--- config.mk ---
export PLATFORM = sky130hd
export DESIGN_NAME = mult_seq_ctrl_141088
export DESIGN_NICKNAME = d
export VERILOG_FILES = /design/src/rtl/mult_seq_ctrl_141088.sv
export SDC_FILE = /design/constraint.sdc
export NUM_CORES = 1
export LEC_CHECK = 0
export CORE_UTILIZATION = 45
export CTS_CLUSTER_DIAMETER = 200
export CTS_CLUSTER_SIZE = 12
export DETAILED_ROUTE_END_ITERATION = 6
export GPL_ROUTABILITY_DRIVEN = 0
export PLACE_DENSITY = 0.72
export SLEW_MARGIN = 10
export SYNTH_ARGS = -nofsm -noshare
export SYNTH_HDL_FRONTEND = slang
export SYNTH_SLANG_ARGS = --single-unit
--- constraint.sdc ---
create_clock -name clk -period 3.53 [get_ports clk]
set_input_delay 0.5295 -clock clk [delete_from_list [all_inputs] [get_ports clk]]
set_output_delay 0.5295 -clock clk [all_outputs]
set_load 0.01 [all_outputs]
--- src/rtl/mult_seq_ctrl_141088.sv ---
// Sequencer for the 4x4 signed Baugh-Wooley multiplier: latches partial products,
// waits for the external reduction tree to settle, then captures/accumulates the product.
module mult_seq_ctrl_141088 #(
  parameter int SETTLE_CYC = 1,
  parameter int ACC_W      = 12
) (
  input  logic             clk,
  input  logic             rst,
  input  logic             in_valid,
  output logic             in_ready,
  input  logic [3:0]       a,
  input  logic [3:0]       b,
  input  logic             acc_en,
  input  logic             acc_clr,
  output logic [3:0]       pp0,
  output logic [3:0]       pp1,
  output logic [3:0]       pp2,
  output logic [3:0]       pp3,
  input  logic [7:0]       y_in,
  output logic             out_valid,
  input  logic             out_ready,
  output logic [ACC_W-1:0] result,
  output logic             acc_ovf,
  output logic [7:0]       op_cnt
);

  localparam logic [1:0] IDLE   = 2'd0;
  localparam logic [1:0] SETTLE = 2'd1;
  localparam logic [1:0] DONE   = 2'd2;

  logic [1:0]             state_q, state_d;
  logic [3:0]             cnt_q, cnt_d;
  logic [3:0][3:0]        pp_q, pp_d;
  logic                   acc_en_q, acc_en_d;
  logic [ACC_W-1:0]       acc_q, acc_d;
  logic                   ovf_q, ovf_d;
  logic [ACC_W-1:0]       res_q, res_d;
  logic [7:0]             opc_q, opc_d;

  logic                   capture;
  logic [ACC_W-1:0]       p, acc_base, sum;
  logic                   ovf_new;

  // Sign bits of the last row/column are inverted; the reduction tree adds the constants.
  always_comb begin
    for (int i = 0; i < 4; i++)
      for (int j = 0; j < 4; j++)
        pp_d[i][j] = (a[j] & b[i]) ^ ((i == 3) ^ (j == 3));
  end

  assign capture  = (state_q == SETTLE) && (cnt_q == 4'd0);
  assign p        = ACC_W'($signed(y_in));
  assign acc_base = acc_clr ? '0 : acc_q;
  assign sum      = acc_base + p;
  assign ovf_new  = (acc_base[ACC_W-1] == p[ACC_W-1]) && (sum[ACC_W-1] != p[ACC_W-1]);

  always_comb begin
    state_d  = state_q;
    cnt_d    = cnt_q;
    acc_en_d = acc_en_q;
    res_d    = res_q;
    opc_d    = opc_q;
    acc_d    = acc_q;
    ovf_d    = ovf_q;
    // A clear in any state wins over the stale accumulator value
    if (acc_clr) begin
      acc_d = '0;
      ovf_d = 1'b0;
    end
    case (state_q)
      IDLE: begin
        if (in_valid) begin
          acc_en_d = acc_en;
          cnt_d    = 4'(SETTLE_CYC - 1);
          state_d  = SETTLE;
        end
      end
      SETTLE: begin
        if (cnt_q == 4'd0) begin
          state_d = DONE;
          if (acc_en_q) begin
            res_d = sum;
            acc_d = sum;
            ovf_d = ovf_d | ovf_new;
          end else begin
            res_d = p;
          end
        end else begin
          cnt_d = cnt_q - 4'd1;
        end
      end
      DONE: begin
        if (out_ready) begin
          opc_d   = opc_q + 8'd1;
          state_d = IDLE;
        end
      end
      default: state_d = IDLE;
    endcase
  end

  always_ff @(posedge clk or posedge rst) begin
    if (rst) begin
      state_q  <= IDLE;
      cnt_q    <= '0;
      pp_q     <= '0;
      acc_en_q <= 1'b0;
      acc_q    <= '0;
      ovf_q    <= 1'b0;
      res_q    <= '0;
      opc_q    <= '0;
    end else begin
      state_q  <= state_d;
      cnt_q    <= cnt_d;
      acc_en_q <= acc_en_d;
      acc_q    <= acc_d;
      ovf_q    <= ovf_d;
      res_q    <= res_d;
      opc_q    <= opc_d;
      if (state_q == IDLE && in_valid) pp_q <= pp_d;
    end
  end

  assign in_ready  = (state_q == IDLE);
  assign out_valid = (state_q == DONE);
  assign pp0       = pp_q[0];
  assign pp1       = pp_q[1];
  assign pp2       = pp_q[2];
  assign pp3       = pp_q[3];
  assign result    = res_q;
  assign acc_ovf   = ovf_q;
  assign op_cnt    = opc_q;

  // capture only ever fires from SETTLE; kept as a named term for readability
  logic unused_capture;
  assign unused_capture = capture;

endmodule

==> flow_summary.yaml, run 1 <==
critical_path:
  worstPathCellList: "clkdlybuf4s50_1 -> nor2b_1 -> ha_1 -> inv_1 -> fa_1 -> nor2b_1 -> o21ai_0 -> a21boi_0 -> o21ai_0 -> a21oi_1 -> xor2_1 -> a221o_1"
  reg2reg_to: "result[8]"
  slowest_delay_ns: 0.53
  start_kind: "primary input"
  crit_end: "result[8]"
  crit_family: "compound AO/OA/AOI/OAI gates"
  cp.arrival_ns: 3.28
  crit_path_max_fanout: 6
  crit_start: "acc_clr"
  required_ns: 3.73
  critical_path_class: "in2reg"
  worst-path-stages: 12
  reg2reg_from: "acc_q[0]"
  cp-end-kind: "register"
  rrSetupSlack_ns: 0.91
  r2r_cells: 11
  critPathSlowestCell: "clkdlybuf4s50_1"
  critPathBufInv: 2
timing:
  worst_pin_slew_ns: 0.8052
  setup_viol: 0
  fmax_mhz: 324.7
  maxSlewViolCount: 0
  min_period_ns: 3.080
  grt_setup_unrepaired: "no"
  period_share: 0.8725
  skew_ns: 0.006613
  whs_ns: 0.4830
  slew_headroom: 0.4632
  setup_tns_ns: 0
  finalHoldViolCount: 0
clock_network:
  cts_resized: 0
  cts_hold_buf: 0
  tritoncts: "done"
  clkLatencyLatePin_ns: 0.31
  cts_root_buf: "clkbuf_8"
  cts_made_buffers: 5
  cts_sinks: 56
  post_cts_buffers: 0
  cts_buffer_depth: 2
  clk_pin_slew_ns: 0.10
  htree_levels: 2
synthesis:
  synth.largest_area_cell: "dfrtp_1"
  synthArstFlopShare: 1.000
  synth.avg_cell_area_sq_um: 9.812
  synthFlopType: "dfrtp_1"
  ys_warn_count: 0
  ys_ff_latch: 56
  ys_types: 37
  syn_nets: 335
  syn_inst: 298
  seq_area_frac_synth: 0.4792
  synth_edf_count: 0
  syn_area_sq_um: 2924
  yosys.area.top_type_share: 0.4792
  synth_area_leaders: "dfrtp_1, ha_1, nand2_1, xnor2_1, nor2_1"
status:
  status: "complete, no violations"
grt:
  grt_pass1_wl_microns: 10030
  grt_max_degree: 41
  grt_pass1_vias: 2143
  grt_usage: 0.1968
  grt_antenna_before_repair: 0
  overflow: 0
cells_and_area:
  fin_cells: 437
  drive_gt1_frac: 0.07778
  layout_commonest_cell: "clkdlybuf4s50_1"
  nFillCells: 580
  syn_to_final_growth_pct: 25.97
  layout.nets: 396
  diodes: 0
  final_cell_mix: "clkdlybuf4s50_1, dfrtp_1, nand2_1"
place:
  placedCellCount: 429
  hpwl_microns: 4431
  port_buffers: 60
die:
  start_util: 0.4631
  dieArea_sq_um: 6824
  coreArea_sq_um: 6314
  die-width_microns: 82.61
  pin_count: 61
  die_y_microns: 82.61
  row_count: 29
pwr:
  peakVddDrop_mv: 0.3208
  p_leak_uw: 0.001710
  p_per_area_nw_per_um2: 692.0
detailed_routing:
  drtAntennaViolNets: 0
  first_iter_violations: 97
  vias: 2271
  drc: 0
  vias_per_cell: 5.197
  wl_per_cell_microns: 13.94
  wl_microns: 6091
  drt-pass1-iter-count: 4
job:
  drv_cap: 0
min_path:
  hold_class: "in2async"
layout make-up:
type	count	area, sq um	area share
Multi-Input combinational cell	222	1426	0.3872
Inverter	10	37.54	0.01019
Clock inverter	3	22.52	0.006114
Sequential cell	56	1401	0.3804
Clock buffer	5	68.82	0.01868
Tap cell	77	96.34	0.02615
Timing Repair Buffer	64	630.6	0.1712
worst min-delay path by stage:
stage	from	endpoint	slack, ns
2_1_floorplan	cnt_q[0]	cnt_q[0]	0.48
3_3_place_gp	pp2[1]	pp2[1]	0.45
3_5_place_dp	pp3[3]	pp3[3]	0.47
4_1_cts	rst	pp0[2]	0.49
5_1_grt	rst	op_cnt[0]	0.51
6_report	rst	op_cnt[0]	0.48
per-stage QoR:
| stage | setup WS [ns] | util | instance area [sq um] | power (uW) |
|---|---|---|---|---|
| floorplan | 0.8148 | - | 2924 | 1696 |
| global placement | 0.2400 | 0.5690 | 3592 | 2177 |
| detailed placement | 0.1229 | 0.5690 | 3592 | 2205 |
| CTS | 0.4651 | 0.5834 | 3684 | 2576 |
| global route | 0.1424 | 0.5834 | 3684 | 2761 |
| finish | 0.4501 | 0.5834 | 3684 | 2549 |
routing by layer:
| layer | global-route usage | vias up | share of wire |
|---|---|---|---|
| li1 | - | 1129 | - |
| met1 | 0.2729 | 1063 | 0.48 |
| met2 | 0.3050 | 67 | 0.45 |
| met3 | 0.03846 | 12 | 0.048 |
| met4 | 0.07241 | 0 | 0.018 |
| met5 | 0 | - | 0 |
synth_stat cells, types with 2 or more instances:
cell type / instances
inv_1: 10
xnor2_1: 14
dfrtp_1: 56
xor2_1: 5
mux2_2: 9
a21oi_1: 10
clkbuf_1: 7
nand2b_1: 4
nor2_1: 29
a21oi_2: 2
o21ai_0: 20
mux2i_1: 6
a31oi_1: 6
nand3_1: 17
a21boi_0: 2
and3_2: 2
and3_1: 4
nand4b_1: 2
ha_1: 14
buf_6: 2
nor2b_1: 15
nor3_1: 3
nand2_1: 45
state kept, by name, summed over array words and instances, names as in the netlist, 2 cells and up:
name,flops
acc_q,12
cnt_q,4
op_cnt,8
pp0,4
pp1,4
pp2,4
pp3,4
result,12
state_q,2
kinds of logic after synthesis:
group / count (synthesis) / share of synthesized area
adder cells (fa/ha/maj): 15 / 0.06675
multiplexers: 15 / 0.05520
XOR/XNOR: 19 / 0.05691
AND/OR/NAND/NOR: 125 / 0.2045
buffers and inverters: 20 / 0.03295
flip-flops: 56 / 0.4792
AO/OA/AOI/OAI: 48 / 0.1044
power breakdown:
part / total, uW / leakage (uW) / internal, uW / switching (uW)
Combinational: 1160 / 0.000948 / 594 / 563
Sequential: 1030 / 0.000713 / 871 / 154
Clock: 366 / 0.0000485 / 143 / 223
Total: 2550 / 0.00171 / 1610 / 941
Note: power is estimated with default switching activity, not from simulation.
==> run 2, diff against run 1 <==
--- a/config.mk
+++ b/config.mk
@@ -10,7 +10,8 @@
 export CTS_CLUSTER_SIZE = 12
 export DETAILED_ROUTE_END_ITERATION = 6
 export GPL_ROUTABILITY_DRIVEN = 0
-export PLACE_DENSITY = 0.72
+export PLACE_DENSITY = 0.74
+export SKIP_LAST_GASP = 1
 export SLEW_MARGIN = 10
 export SYNTH_ARGS = -nofsm -noshare
 export SYNTH_HDL_FRONTEND = slang
==> run 2 against run 1 <==
Compared with the run above:
- die area stayed put
- power is 2.5% higher
- first-iteration DRC count is 49% higher
- sequential share of layout area is 0.21 points lower
- final cell count stayed put
- final area is 0.54% higher
- critical endpoint unchanged
- highest routed layer unchanged
==> flow_summary.yaml, run 2 (same netlist as run 1, synthesis figures left out) <==
cells_and_area:
  final_cell_mix: "clkdlybuf4s50_1, dfrtp_1, nand2_1"
  nFillCells: 573
  utilization: 0.5866
  drive_gt1_frac: 0.07500
  diodes: 0
  syn_to_final_growth_pct: 26.66
  layout_commonest_cell: "clkdlybuf4s50_1"
  layout.nets: 396
die:
  die_y_microns: 82.61
  start_util: 0.4631
  pin_count: 61
  die-width_microns: 82.61
  dieArea_sq_um: 6824
  coreArea_sq_um: 6314
  row_count: 29
timing:
  worst_pin_slew_ns: 0.7944
  finalHoldViolCount: 0
  skew_ns: 0.009792
  period_share: 0.8604
  slew_headroom: 0.4704
  setup_viol: 0
  min_period_ns: 3.037
  fmax_mhz: 329.2
  setup_tns_ns: 0
  grt_setup_unrepaired: "no"
  maxSlewViolCount: 0
place:
  port_buffers: 60
  hpwl_microns: 4414
critical_path:
  r2r_cells: 11
  rrSetupSlack_ns: 0.94
  reg2reg_to: "result[8]"
  crit_start: "acc_clr"
  critical_path_class: "in2reg"
  cp.arrival_ns: 3.24
  required_ns: 3.74
  reg2reg_from: "acc_q[0]"
  crit_path_max_fanout: 5
  crit_end: "result[8]"
  cp-end-kind: "register"
  start_kind: "primary input"
pwr:
  peakVddDrop_mv: 0.3698
  p_leak_uw: 0.001717
  p_per_area_nw_per_um2: 705.3
min_path:
  hold_class: "reg2reg"
clock_network:
  clk_pin_slew_ns: 0.11
  cts_resized: 0
  tritoncts: "done"
  htree_levels: 2
  cts_hold_buf: 0
  post_cts_buffers: 0
  clkLatencyLatePin_ns: 0.31
  cts_buffer_depth: 2
  cts_root_buf: "clkbuf_8"
  cts_made_buffers: 5
  cts_sinks: 56
grt:
  grt_max_degree: 30
  grt_pass1_vias: 2160
  overflow: 0
  grt_usage: 0.1935
  grt_antenna_before_repair: 0
  grt_pass1_wl_microns: 9977
detailed_routing:
  drt-pass1-iter-count: 5
  vias: 2240
  vias_per_cell: 5.126
  drtAntennaViolNets: 0
  drc: 0
  wl_microns: 6002
  first_iter_violations: 145
  wl_per_cell_microns: 13.73
job:
  drv_cap: 0
status:
  status: "complete, no violations"
-- run 2: worst max-delay path, stage by stage --
cell             delay [ns]
clkdlybuf4s50_1        0.53
nor2b_1                0.20
ha_1                   0.20
inv_1                  0.06
fa_1                   0.40
nor2b_1                0.13
o21ai_0                0.11
a21boi_0               0.34
o21ai_0                0.16
a21oi_1                0.19
xor2_1                 0.10
a221o_1                0.32
-- run 2: routing by layer --
metal | wire length [microns] | GRT usage | vias to the layer above
li1 | - | - | 1130
met1 | 2906 | 0.2622 | 1064
met2 | 2817 | 0.3157 | 40
met3 | 213 | 0.04176 | 6
met4 | 65 | 0.04655 | 0
met5 | 0 | 0 | -
-- run 2: worst min-delay path by stage --
stage,startpoint,endpoint,slack [ns],cells after the start
2_1_floorplan,cnt_q[0],cnt_q[0],0.48,1
3_3_place_gp,pp2[0],pp2[0],0.45,2
3_5_place_dp,pp2[1],pp2[1],0.46,2
4_1_cts,pp2[1],pp2[1],0.48,2
5_1_grt,pp2[1],pp2[1],0.50,2
6_report,pp2[0],pp2[0],0.48,2
-- run 2: stage by stage --
| step | instance area, sq um | cells | total power, uW | setup WS (ns) | hold WS (ns) |
|---|---|---|---|---|---|
| floorplan | 2924 | 298 | 1696 | 0.8148 | 0.4807 |
| detailed placement | 3592 | 429 | 2208 | 0.1605 | 0.4568 |
| global placement | 3592 | 429 | 2173 | 0.2809 | 0.4479 |
| CTS | 3704 | 437 | 2640 | 0.4873 | 0.4813 |
| finish | 3704 | 437 | 2612 | 0.4927 | 0.4758 |
| global route | 3704 | 437 | 2819 | 0.1975 | 0.4967 |
-- run 2: layout make-up --
cell class | instances | area (sq um) | area share
sequential | 56 | 1401 | 0.3784
timing repair buffer | 64 | 630.6 | 0.1703
clock buffer | 6 | 72.57 | 0.01959
clock inverter | 2 | 38.79 | 0.01047
tap | 77 | 96.34 | 0.02601
inverter | 10 | 37.54 | 0.01014
multi-input combinational | 222 | 1426 | 0.3851
-- run 2: report_power, final --
group / switching [uW] / internal, uW
Sequential: 153 / 871
Combinational: 560 / 595
Clock: 218 / 215
